`src/rtl/comparator_search_controller_pkg.sv`:
```
// Shared types and sizing for the comparator search controller.
// Combinational only; no flow control.
// Not applicable: no datapath registers or handshake live here.
package comparator_search_pkg;

    localparam int DEFAULT_WIDTH = 8;

    typedef enum logic [0:0] {
        IDLE  = 1'b0,
        PROBE = 1'b1
    } state_e;

    // A search uses at most WIDTH+1 probes, so the counter must hold WIDTH+1.
    function automatic int cnt_w(input int width);
        return $clog2(width + 2);
    endfunction

endpackage

```
`src/rtl/comparator_search_controller_if.sv`:
```
// Bundle of search control, comparator probe and result signals.
// Wires only; no latency.
// No backpressure: start is a level sampled only while the controller is idle.
interface comparator_search_controller_if
    import comparator_search_pkg::*;
#(
    parameter int WIDTH = DEFAULT_WIDTH
) ();
    localparam int CNT_W = cnt_w(WIDTH);

    logic             start;
    logic [WIDTH-1:0] guess;
    logic             cmp_gt;
    logic             cmp_eq;
    logic             cmp_lt;
    logic             busy;
    logic             done;
    logic             found;
    logic [WIDTH-1:0] result;
    logic [CNT_W-1:0] probe_count;

    modport master (
        input  start, cmp_gt, cmp_eq, cmp_lt,
        output guess, busy, done, found, result, probe_count
    );

    modport slave (
        output start, cmp_gt, cmp_eq, cmp_lt,
        input  guess, busy, done, found, result, probe_count
    );

endinterface

```
`src/rtl/comparator_search_controller_midpoint.sv`:
```
// Midpoint of the narrowed search window and the empty-window flag.
// Purely combinational, zero latency; no flow control.
// Sum is one bit wider than the operands so lo+hi never overflows.
module search_midpoint #(
    parameter int WIDTH = 8
) (
    input  logic [WIDTH-1:0] i_lo,
    input  logic [WIDTH-1:0] i_hi,
    output logic [WIDTH-1:0] o_mid,
    output logic             o_exhausted
);
    logic [WIDTH:0] w_sum;

    assign w_sum       = {1'b0, i_lo} + {1'b0, i_hi};
    assign o_mid       = WIDTH'(w_sum >> 1);
    assign o_exhausted = (i_lo > i_hi);

endmodule

```
`src/rtl/comparator_search_controller.sv`:
```
// Binary-searches the comparator's fixed operand by driving trial guesses; optional CMP_ONEHOT_CHECK_EN.
// Latency: start -> done = 1 + probes cycles (max WIDTH+1 probes), one probe per cycle.
// No backpressure: start is ignored while busy; done is a single-cycle pulse.
module comparator_search_controller
    import comparator_search_pkg::*;
#(
    parameter int WIDTH = DEFAULT_WIDTH
) (
    input  logic clk,
    input  logic rst_n,
    comparator_search_controller_if.master bus
);
    localparam int CNT_W = cnt_w(WIDTH);
    localparam logic [WIDTH-1:0] MAX  = '1;
    localparam logic [WIDTH-1:0] MID0 = MAX >> 1;
    localparam logic [0:0] S_IDLE  = 1'(IDLE);
    localparam logic [0:0] S_PROBE = 1'(PROBE);

    logic [0:0]       r_state;
    logic [WIDTH-1:0] r_lo;
    logic [WIDTH-1:0] r_hi;
    logic [WIDTH-1:0] r_guess;
    logic [WIDTH-1:0] r_result;
    logic [CNT_W-1:0] r_probe_count;
    logic             r_busy;
    logic             r_done;
    logic             r_found;

    logic             w_flag_err;
    logic             w_take_eq;
    logic             w_take_gt;
    logic             w_take_lt;
    logic             w_at_edge;
    logic             w_exhausted;
    logic             w_stop;
    logic [WIDTH-1:0] w_lo_nxt;
    logic [WIDTH-1:0] w_hi_nxt;
    logic [WIDTH-1:0] w_mid;

`ifdef CMP_ONEHOT_CHECK_EN
    assign w_flag_err = !$onehot({bus.cmp_gt, bus.cmp_eq, bus.cmp_lt});
`else
    assign w_flag_err = 1'b0;
`endif

    // eq wins over gt; anything that is neither (including all-zero) narrows as lt.
    assign w_take_eq = !w_flag_err && bus.cmp_eq;
    assign w_take_gt = !w_flag_err && !bus.cmp_eq && bus.cmp_gt;
    assign w_take_lt = !w_flag_err && !bus.cmp_eq && !bus.cmp_gt;

    // Range edges are caught before lo/hi move, so the +1/-1 below never wraps into use.
    assign w_at_edge = (w_take_gt && (r_guess == MAX)) ||
                       (w_take_lt && (r_guess == '0));
    assign w_lo_nxt  = w_take_gt ? r_guess + WIDTH'(1) : r_lo;
    assign w_hi_nxt  = w_take_lt ? r_guess - WIDTH'(1) : r_hi;

    search_midpoint #(.WIDTH(WIDTH)) u_midpoint (
        .i_lo        (w_lo_nxt),
        .i_hi        (w_hi_nxt),
        .o_mid       (w_mid),
        .o_exhausted (w_exhausted)
    );

    assign w_stop = w_flag_err || w_take_eq || w_at_edge || w_exhausted;

    always_ff @(posedge clk or negedge rst_n) begin
        if (!rst_n) begin
            r_state       <= S_IDLE;
            r_lo          <= '0;
            r_hi          <= '0;
            r_guess       <= '0;
            r_result      <= '0;
            r_probe_count <= '0;
            r_busy        <= 1'b0;
            r_done        <= 1'b0;
            r_found       <= 1'b0;
        end else begin
            r_done <= 1'b0;
            case (r_state)
                S_IDLE: begin
                    if (bus.start) begin
                        r_lo          <= '0;
                        r_hi          <= MAX;
                        r_guess       <= MID0;
                        r_probe_count <= '0;
                        r_found       <= 1'b0;
                        r_result      <= '0;
                        r_busy        <= 1'b1;
                        r_state       <= S_PROBE;
                    end
                end
                S_PROBE: begin
                    r_probe_count <= r_probe_count + CNT_W'(1);
                    if (w_stop) begin
                        r_done   <= 1'b1;
                        r_busy   <= 1'b0;
                        r_found  <= w_take_eq;
                        r_result <= w_take_eq ? r_guess : '0;
                        r_state  <= S_IDLE;
                    end else begin
                        r_lo    <= w_lo_nxt;
                        r_hi    <= w_hi_nxt;
                        r_guess <= w_mid;
                    end
                end
                default: r_state <= S_IDLE;
            endcase
        end
    end

    assign bus.guess       = r_guess;
    assign bus.busy        = r_busy;
    assign bus.done        = r_done;
    assign bus.found       = r_found;
    assign bus.result      = r_result;
    assign bus.probe_count = r_probe_count;

endmodule

```
`src/flat_wrapper.sv`:
```
// flat-port wrapper written by rule: the top's interface ports become plain ports
module comparator_search_controller_flat import comparator_search_pkg::*;
#(
    parameter int WIDTH = DEFAULT_WIDTH
)
  (clk, rst_n, bus_start, bus_cmp_gt, bus_cmp_eq, bus_cmp_lt, bus_guess, bus_busy, bus_done, bus_found, bus_result, bus_probe_count);
  comparator_search_controller_if #(.WIDTH(WIDTH)) bus_i ();
  input  logic clk;
  input  logic rst_n;
  input wire logic [$bits(bus_i.start)-1:0] bus_start;
  input wire logic [$bits(bus_i.cmp_gt)-1:0] bus_cmp_gt;
  input wire logic [$bits(bus_i.cmp_eq)-1:0] bus_cmp_eq;
  input wire logic [$bits(bus_i.cmp_lt)-1:0] bus_cmp_lt;
  output wire logic [$bits(bus_i.guess)-1:0] bus_guess;
  output wire logic [$bits(bus_i.busy)-1:0] bus_busy;
  output wire logic [$bits(bus_i.done)-1:0] bus_done;
  output wire logic [$bits(bus_i.found)-1:0] bus_found;
  output wire logic [$bits(bus_i.result)-1:0] bus_result;
  output wire logic [$bits(bus_i.probe_count)-1:0] bus_probe_count;
  assign bus_i.start = bus_start;
  assign bus_i.cmp_gt = bus_cmp_gt;
  assign bus_i.cmp_eq = bus_cmp_eq;
  assign bus_i.cmp_lt = bus_cmp_lt;
  assign bus_guess = bus_i.guess;
  assign bus_busy = bus_i.busy;
  assign bus_done = bus_i.done;
  assign bus_found = bus_i.found;
  assign bus_result = bus_i.result;
  assign bus_probe_count = bus_i.probe_count;
  comparator_search_controller #(.WIDTH(WIDTH)) u_core (.clk(clk), .rst_n(rst_n), .bus(bus_i));
endmodule
```
`config.mk`:
```
export PLATFORM = sky130hd
export DESIGN_NAME = comparator_search_controller_flat
export DESIGN_NICKNAME = d
export VERILOG_FILES = /design/src/rtl/comparator_search_controller_pkg.sv /design/src/rtl/comparator_search_controller_if.sv /design/src/rtl/comparator_search_controller_midpoint.sv /design/src/rtl/comparator_search_controller.sv /design/src/flat_wrapper.sv
export SDC_FILE = /design/constraint.sdc
export NUM_CORES = 1
export LEC_CHECK = 0
export BUFFER_PORTS_ARGS = -buffer_cell sky130_fd_sc_hd__buf_4
export CAP_MARGIN = 20
export CORE_UTILIZATION = 45
export CTS_BUF_LIST = sky130_fd_sc_hd__clkbuf_16
export DETAILED_ROUTE_END_ITERATION = 10
export GPL_TIMING_DRIVEN = 0
export PLACE_DENSITY_LB_ADDON = 0.2
export SLEW_MARGIN = 20
export SYNTH_ARGS = -nofsm -noshare
export SYNTH_HDL_FRONTEND = slang
export SYNTH_SLANG_ARGS = --single-unit
```
`constraint.sdc`:
```
create_clock -name clk -period 7.08 [get_ports clk]
set_clock_uncertainty 0.05 [all_clocks]
set_input_delay 0 -clock clk [delete_from_list [all_inputs] [get_ports clk]]
set_output_delay 0 -clock clk [all_outputs]
set_load 0.05 [all_outputs]
```
# After elaboration in Yosys (flattened, before gate mapping)
# Cells that the tools add are included.
dict set report totals {
  ff_bits 40
  input_bits 6
  out_inout_bits 23
}
dict set report op_classes {
  n_bitwise 1
  n_mux 27
  n_eq_ne 4
  addsub 4
  n_reduce_logical 12
  n_lt_le_gt_ge 1
}
# cell n
set ops {}
lappend ops {{8-bit two-way mux} 10}
lappend ops {{8-bit case mux with 2 select lines} 4}
lappend ops {{8-bit by 8-bit adder with 9-bit output} 1}
lappend ops {{8-bit by 1-bit adder with 8-bit output, second input constant} 1}
lappend ops {{8-bit == test, second input constant} 1}
lappend ops {{8-bit greater-than comparator} 1}
lappend ops {{8-bit logical NOT} 1}
lappend ops {{1-bit two-way mux} 8}
lappend ops {{4-bit case mux with 2 select lines} 1}
lappend ops {{8-bit by 1-bit subtractor with 8-bit output, second input constant} 1}
lappend ops {{2-bit inequality test, second input constant} 3}
lappend ops {{1-bit case mux with 2 select lines} 3}
lappend ops {{4-bit by 1-bit adder with 4-bit output, second input constant} 1}
lappend ops {{1-bit logical AND} 4}
lappend ops {{4-bit two-way mux} 1}
lappend ops {{2-bit AND reduction} 2}
lappend ops {{1-bit logical OR} 3}
lappend ops {{1-bit logical NOT} 2}
lappend ops {{1-bit NOT} 1}

# Depth between registers and ports, before layout
dict set report depth {
  depth_word 8
  ltp_mapped 16
}

# Hierarchy
# A second synthesis with hierarchy kept.
dict set report hier_totals {
  hier_cells 318
  hier_area_um2 2836.5
}
# mod area_per_inst_um2 n_inst seq_area_each_um2 cells_per_inst
set by_module_without_submodules {}
lappend by_module_without_submodules {comparator_search_controller 2280.9 1 1001.0 242}
lappend by_module_without_submodules {search_midpoint 555.5 1 0.0 76}

# Least setup slack after synthesis
# No wires, ideal clock.
dict set report synth_timing {
  kind {register to register}
  from {register u_core.r_guess[0], in the netlist u_core.bus.guess[0]}
  to {register u_core.r_lo[5]}
  path_buffers 1
  setup_time_ns 0.120
  arrival_time_ns 3.448
  path_stages_with_launch 17
  path_slack_ns 3.462
  synth_period_minus_slack_ns 3.618
  cell_sequence {dfrtp_1 -> inv_1 -> ha_1 -> nand2b_1 -> nor4_1 -> xnor2_1 -> nor2_1 -> a21oi_1 -> inv_1 -> ha_1 -> nor4b_1 -> nand3_1 -> o31a_1 -> a311oi_2 -> nand2_2 -> buf_6 -> a31o_1}
}
dict set report synth_between {
  elab_chain_cells 7
}
# element line_no
set synth_lines {}
lappend synth_lines {{start, declared} comparator_search_controller.sv:22} ;# logic [WIDTH-1:0] r_guess;
lappend synth_lines {{start signal, assigned} comparator_search_controller.sv:103} ;# r_guess <= w_mid;
lappend synth_lines {{branches (longest 7 deep; another with 8-bit by 1-bit adder with 8-bit output)} -}
lappend synth_lines {{end signal, assigned} comparator_search_controller.sv:101} ;# r_lo <= w_lo_nxt;
lappend synth_lines {{end, declared} comparator_search_controller.sv:20} ;# logic [WIDTH-1:0] r_lo;
# Parallel ways; which one is timed is not known. The select of a mux whose other input is x is not followed.
# A chain may end at the register's enable or synchronous reset.

# Worst setup path in the final report
dict set report layout_timing {
  from {register u_core.r_guess[3], in the netlist u_core.bus.guess[3]}
  to {register u_core.r_lo[6]}
}
# The elaborated chain is that of the path after synthesis.

==> metrics.md <==
| Metric | Value |
|---|---|
| Outcome | completed |
| Area of the die | roughly 6300 um^2 |
| Required time of the critical path | roughly 7.2 ns |
| Sequential share of power | 0.249 |
| Final Cycle Share | 0.598 |
| Max clock buf depth | 2 |
| Hold Vio Cnt, Final | 0 |
| Startpoint types | flop |
| DPL Wire Length | around 4800 um |
| Initial DRC Count | ~150 |
| Largest net degree at the start of global routing | just over 40 |
| Area grow syn2layout | 17.8% |
| Per-cell routed wire length | approximately 16 um |
| Initial antenna violation count | 0 |
| Clk sinks | 40 |
| CTS clk-pin slew, worst paths | about 0.06 ns |
| Syn_nets | 328 |
| Synthesized instance count | 302 |
| Nets | 364 |
| TritonCTS clock tree | built |
| R2r startpoint | u_core.bus.guess[3]$_DFFE_PN0P_ |
| Layout cell share with drive strength beyond 1 | 0.150 |
| Post-Route WL | 6550 um |
| Overflow after GRT | 0 |
| Top-Level Pins | 29 |
| Via density | between 5 and 6 |
| Die span in y | ~79 um |
| RSZ-0062 raised after global routing | false |
| Most frequent cells in the layout | dfrtp_1, nand2_1, nor2_1 |
| Comb pwr share | 0.588 |
| Core area | between 5000 and 6000 um^2 |
| Clk root buf | clkbuf_16 |
| Post-layout util | 0.562 |
| Maxcap violations | 0 |
| Pint | 0.822 mW |
| Worst Hold Class | in2async |
| Total GRT Usage | 0.232 |
| Post-Synthesis Cell Area | 2680 um^2 |
| Final setup fails | 0 |
| Pre-antenna DRT Iters | 4 |
| DP Worst Slack | around 2.9 ns |
| Pins Over Slew Limit | 0 |
| Initial Utilization | 0.477 |
| Switching pwr | approximately 0.75 mW |
| Row cnt | 27 |
| Final RePlAce weighted congestion | roughly 0.85 |
| Sw frac | 0.478 |
| Commonest non-fill, non-tap cell in the layout | dfrtp_1 |
| Syn. warnings | 0 |
| Final WS setup | 2.85 ns |
| Worst Path Max Fanout | 10 |
| Post-cts resize count | 0 |
| Tmin final | between 4 and 5 ns |
| Crit-path cells | buf_1 > nand3_1 > xor2_1 > o21ai_0 > ha_1 > nor4b_1 > nand3_1 > o31a_1 > a311oi_2 > nand2_2 > buf_6 > a31o_1 |
| CP top delay family | compound AO/OA/AOI/OAI gates |
| EDFF count, synth | 0 |
| Num CTS Buffers | 5 |
| First-pass GRT wire length | roughly 11000 um |
| Leak | approximately 1.6 nW |
| H-tree levels | 2 |
| Maximum vdd ir drop | 232 uV |
| Drt drc | 0 |
| Buffers on Ports | 27 |
| Clock network power share | 0.163 |
| Worst skew pair latency | approximately 0.29 ns |
| Cts hold-fix bufs | 2 |
| Vias | approximately 2300 |
| Setup tns final | 0 ns |
| Pwr dens | ~500 nW/um^2 |
| Max Fclk | 236 MHz |
| Critical path's largest stage delay | just under 0.6 ns |
| Vias in the first global route | between 2000 and 2500 |
| Diodes inserted | 0 |
| Register area share after synthesis | 0.374 |
| Setup Crit Path Kind | reg2reg |
| Worst-margin pin slew | 0.609 ns |
| FILL cells | 527 |
| Chip width | ~79 um |
| Slew margin rel. | 0.589 |
| Synth cell types | 45 |
| Critical path endpoint category | flop |
| Yosys reg bits | 40 |
| Top cell by count, worst path | nand3_1 |
| Buf/Inv on CP | 2 |
| Antenna-violating nets left | 0 |
| Setup bufs post-CTS | 0 |
| Average footprint of a synthesized cell | just under 9 um^2 |
| Crit path launch | u_core.bus.guess[3]$_DFFE_PN0P_ |
| Critical path arrival | approximately 4.4 ns |
| Synth Flop Type | dfrtp_1 |
| Slowest CP cell | nor4b_1 |
| Ys async rst share | 1.00 |
## Yosys cell counts (all sizes together) (9+ instances only)
master / n / area, um^2
and3: 9 / 56.3
clkbuf: 11 / 41.3
a21oi: 21 / 105
nand2: 33 / 126
nor2: 32 / 120
inv: 18 / 67.6
a31oi: 11 / 68.8
ha: 19 / 238
mux2i: 18 / 180
xnor2: 10 / 87.6
buf: 10 / 66.3
o21ai: 9 / 45.0
dfrtp: 40 / 1000
## stage by stage
stage / instances / hold WS [ns] / power (mW) / instance area (um^2)
after CTS: 411 / 0.212 / 1.58 / 3150
after detailed placement: 401 / -0.0306 / 1.31 / 2970
after global placement: 401 / -0.0267 / 1.29 / 2970
after floorplan: 302 / -0.346 / 1.07 / 2680
after global routing: 411 / 0.246 / 1.69 / 3150
final: 411 / 0.185 / 1.57 / 3150
## final cells by class
cell class,instances,area [um^2],share of cell area
multi-input cells,223,1500,0.476
flip-flops and latches,40,1000,0.317
repair buffers,29,223,0.0706
clock buffers,5,125,0.0397
plain buffers,21,108,0.0341
well taps,72,90.1,0.0286
inverters,18,67.6,0.0214
clock inverters,3,37.5,0.0119
## power groups by stage
| stage | clock [mW] | combinational [mW] | sequential (mW) |
|---|---|---|---|
| global route | 0.267 | 1.01 | 0.404 |
| global placement | 0 | 0.905 | 0.390 |
| CTS | 0.259 | 0.929 | 0.391 |
| finish | 0.257 | 0.926 | 0.391 |
| detailed placement | 0 | 0.918 | 0.395 |
| floorplan | 0 | 0.509 | 0.565 |
## cell families (layout without fill, tap and decap cells)
family	count (synthesis)	in the layout	share of synthesized area
buf+inv	39	76	0.0654
mux	18	18	0.0673
flops	40	40	0.374
xor+xnor	17	17	0.0556
compound gates	65	65	0.162
simple gates	103	103	0.180
fa+ha+maj	20	20	0.0963
## path summary, 6_finish.rpt
| path | slack (ns) | endpoint | cells after the start |
|---|---|---|---|
| setup reg to reg | 2.85 | u_core.r_lo[6]$_DFFE_PN0P_ | 12 |
| min in group clk | 0.24 | u_core.r_lo[1]$_DFFE_PN0P_ | 4 |
| hold / removal | 0.19 | u_core.bus.done$_DFF_PN0_ | 2 |
| setup / recovery | 2.85 | u_core.r_lo[6]$_DFFE_PN0P_ | 12 |
| max in group asynchronous | 6.44 | u_core.bus.guess[4]$_DFFE_PN0P_ | 2 |
| hold reg to reg | 0.46 | u_core.r_lo[5]$_DFFE_PN0P_ | 1 |
## sequential cells by signal, summed over array words and instances, names as in the netlist
| signal | flops |
|---|---|
| u_core.bus.busy | 1 |
| u_core.bus.done | 1 |
| u_core.bus.found | 1 |
| u_core.bus.guess | 8 |
| u_core.bus.probe_count | 4 |
| u_core.bus.result | 8 |
| u_core.r_hi | 8 |
| u_core.r_lo | 8 |
| u_core.r_state | 1 |
## per-layer routing
metal,GRT usage,routed length (um),up-vias
li1,-,-,1123
met1,0.303,3110,1076
met2,0.384,3080,49
met3,0.0391,247,9
met4,0.0818,108,0
met5,0,0,-
Note: power is estimated with default switching activity, not from simulation.
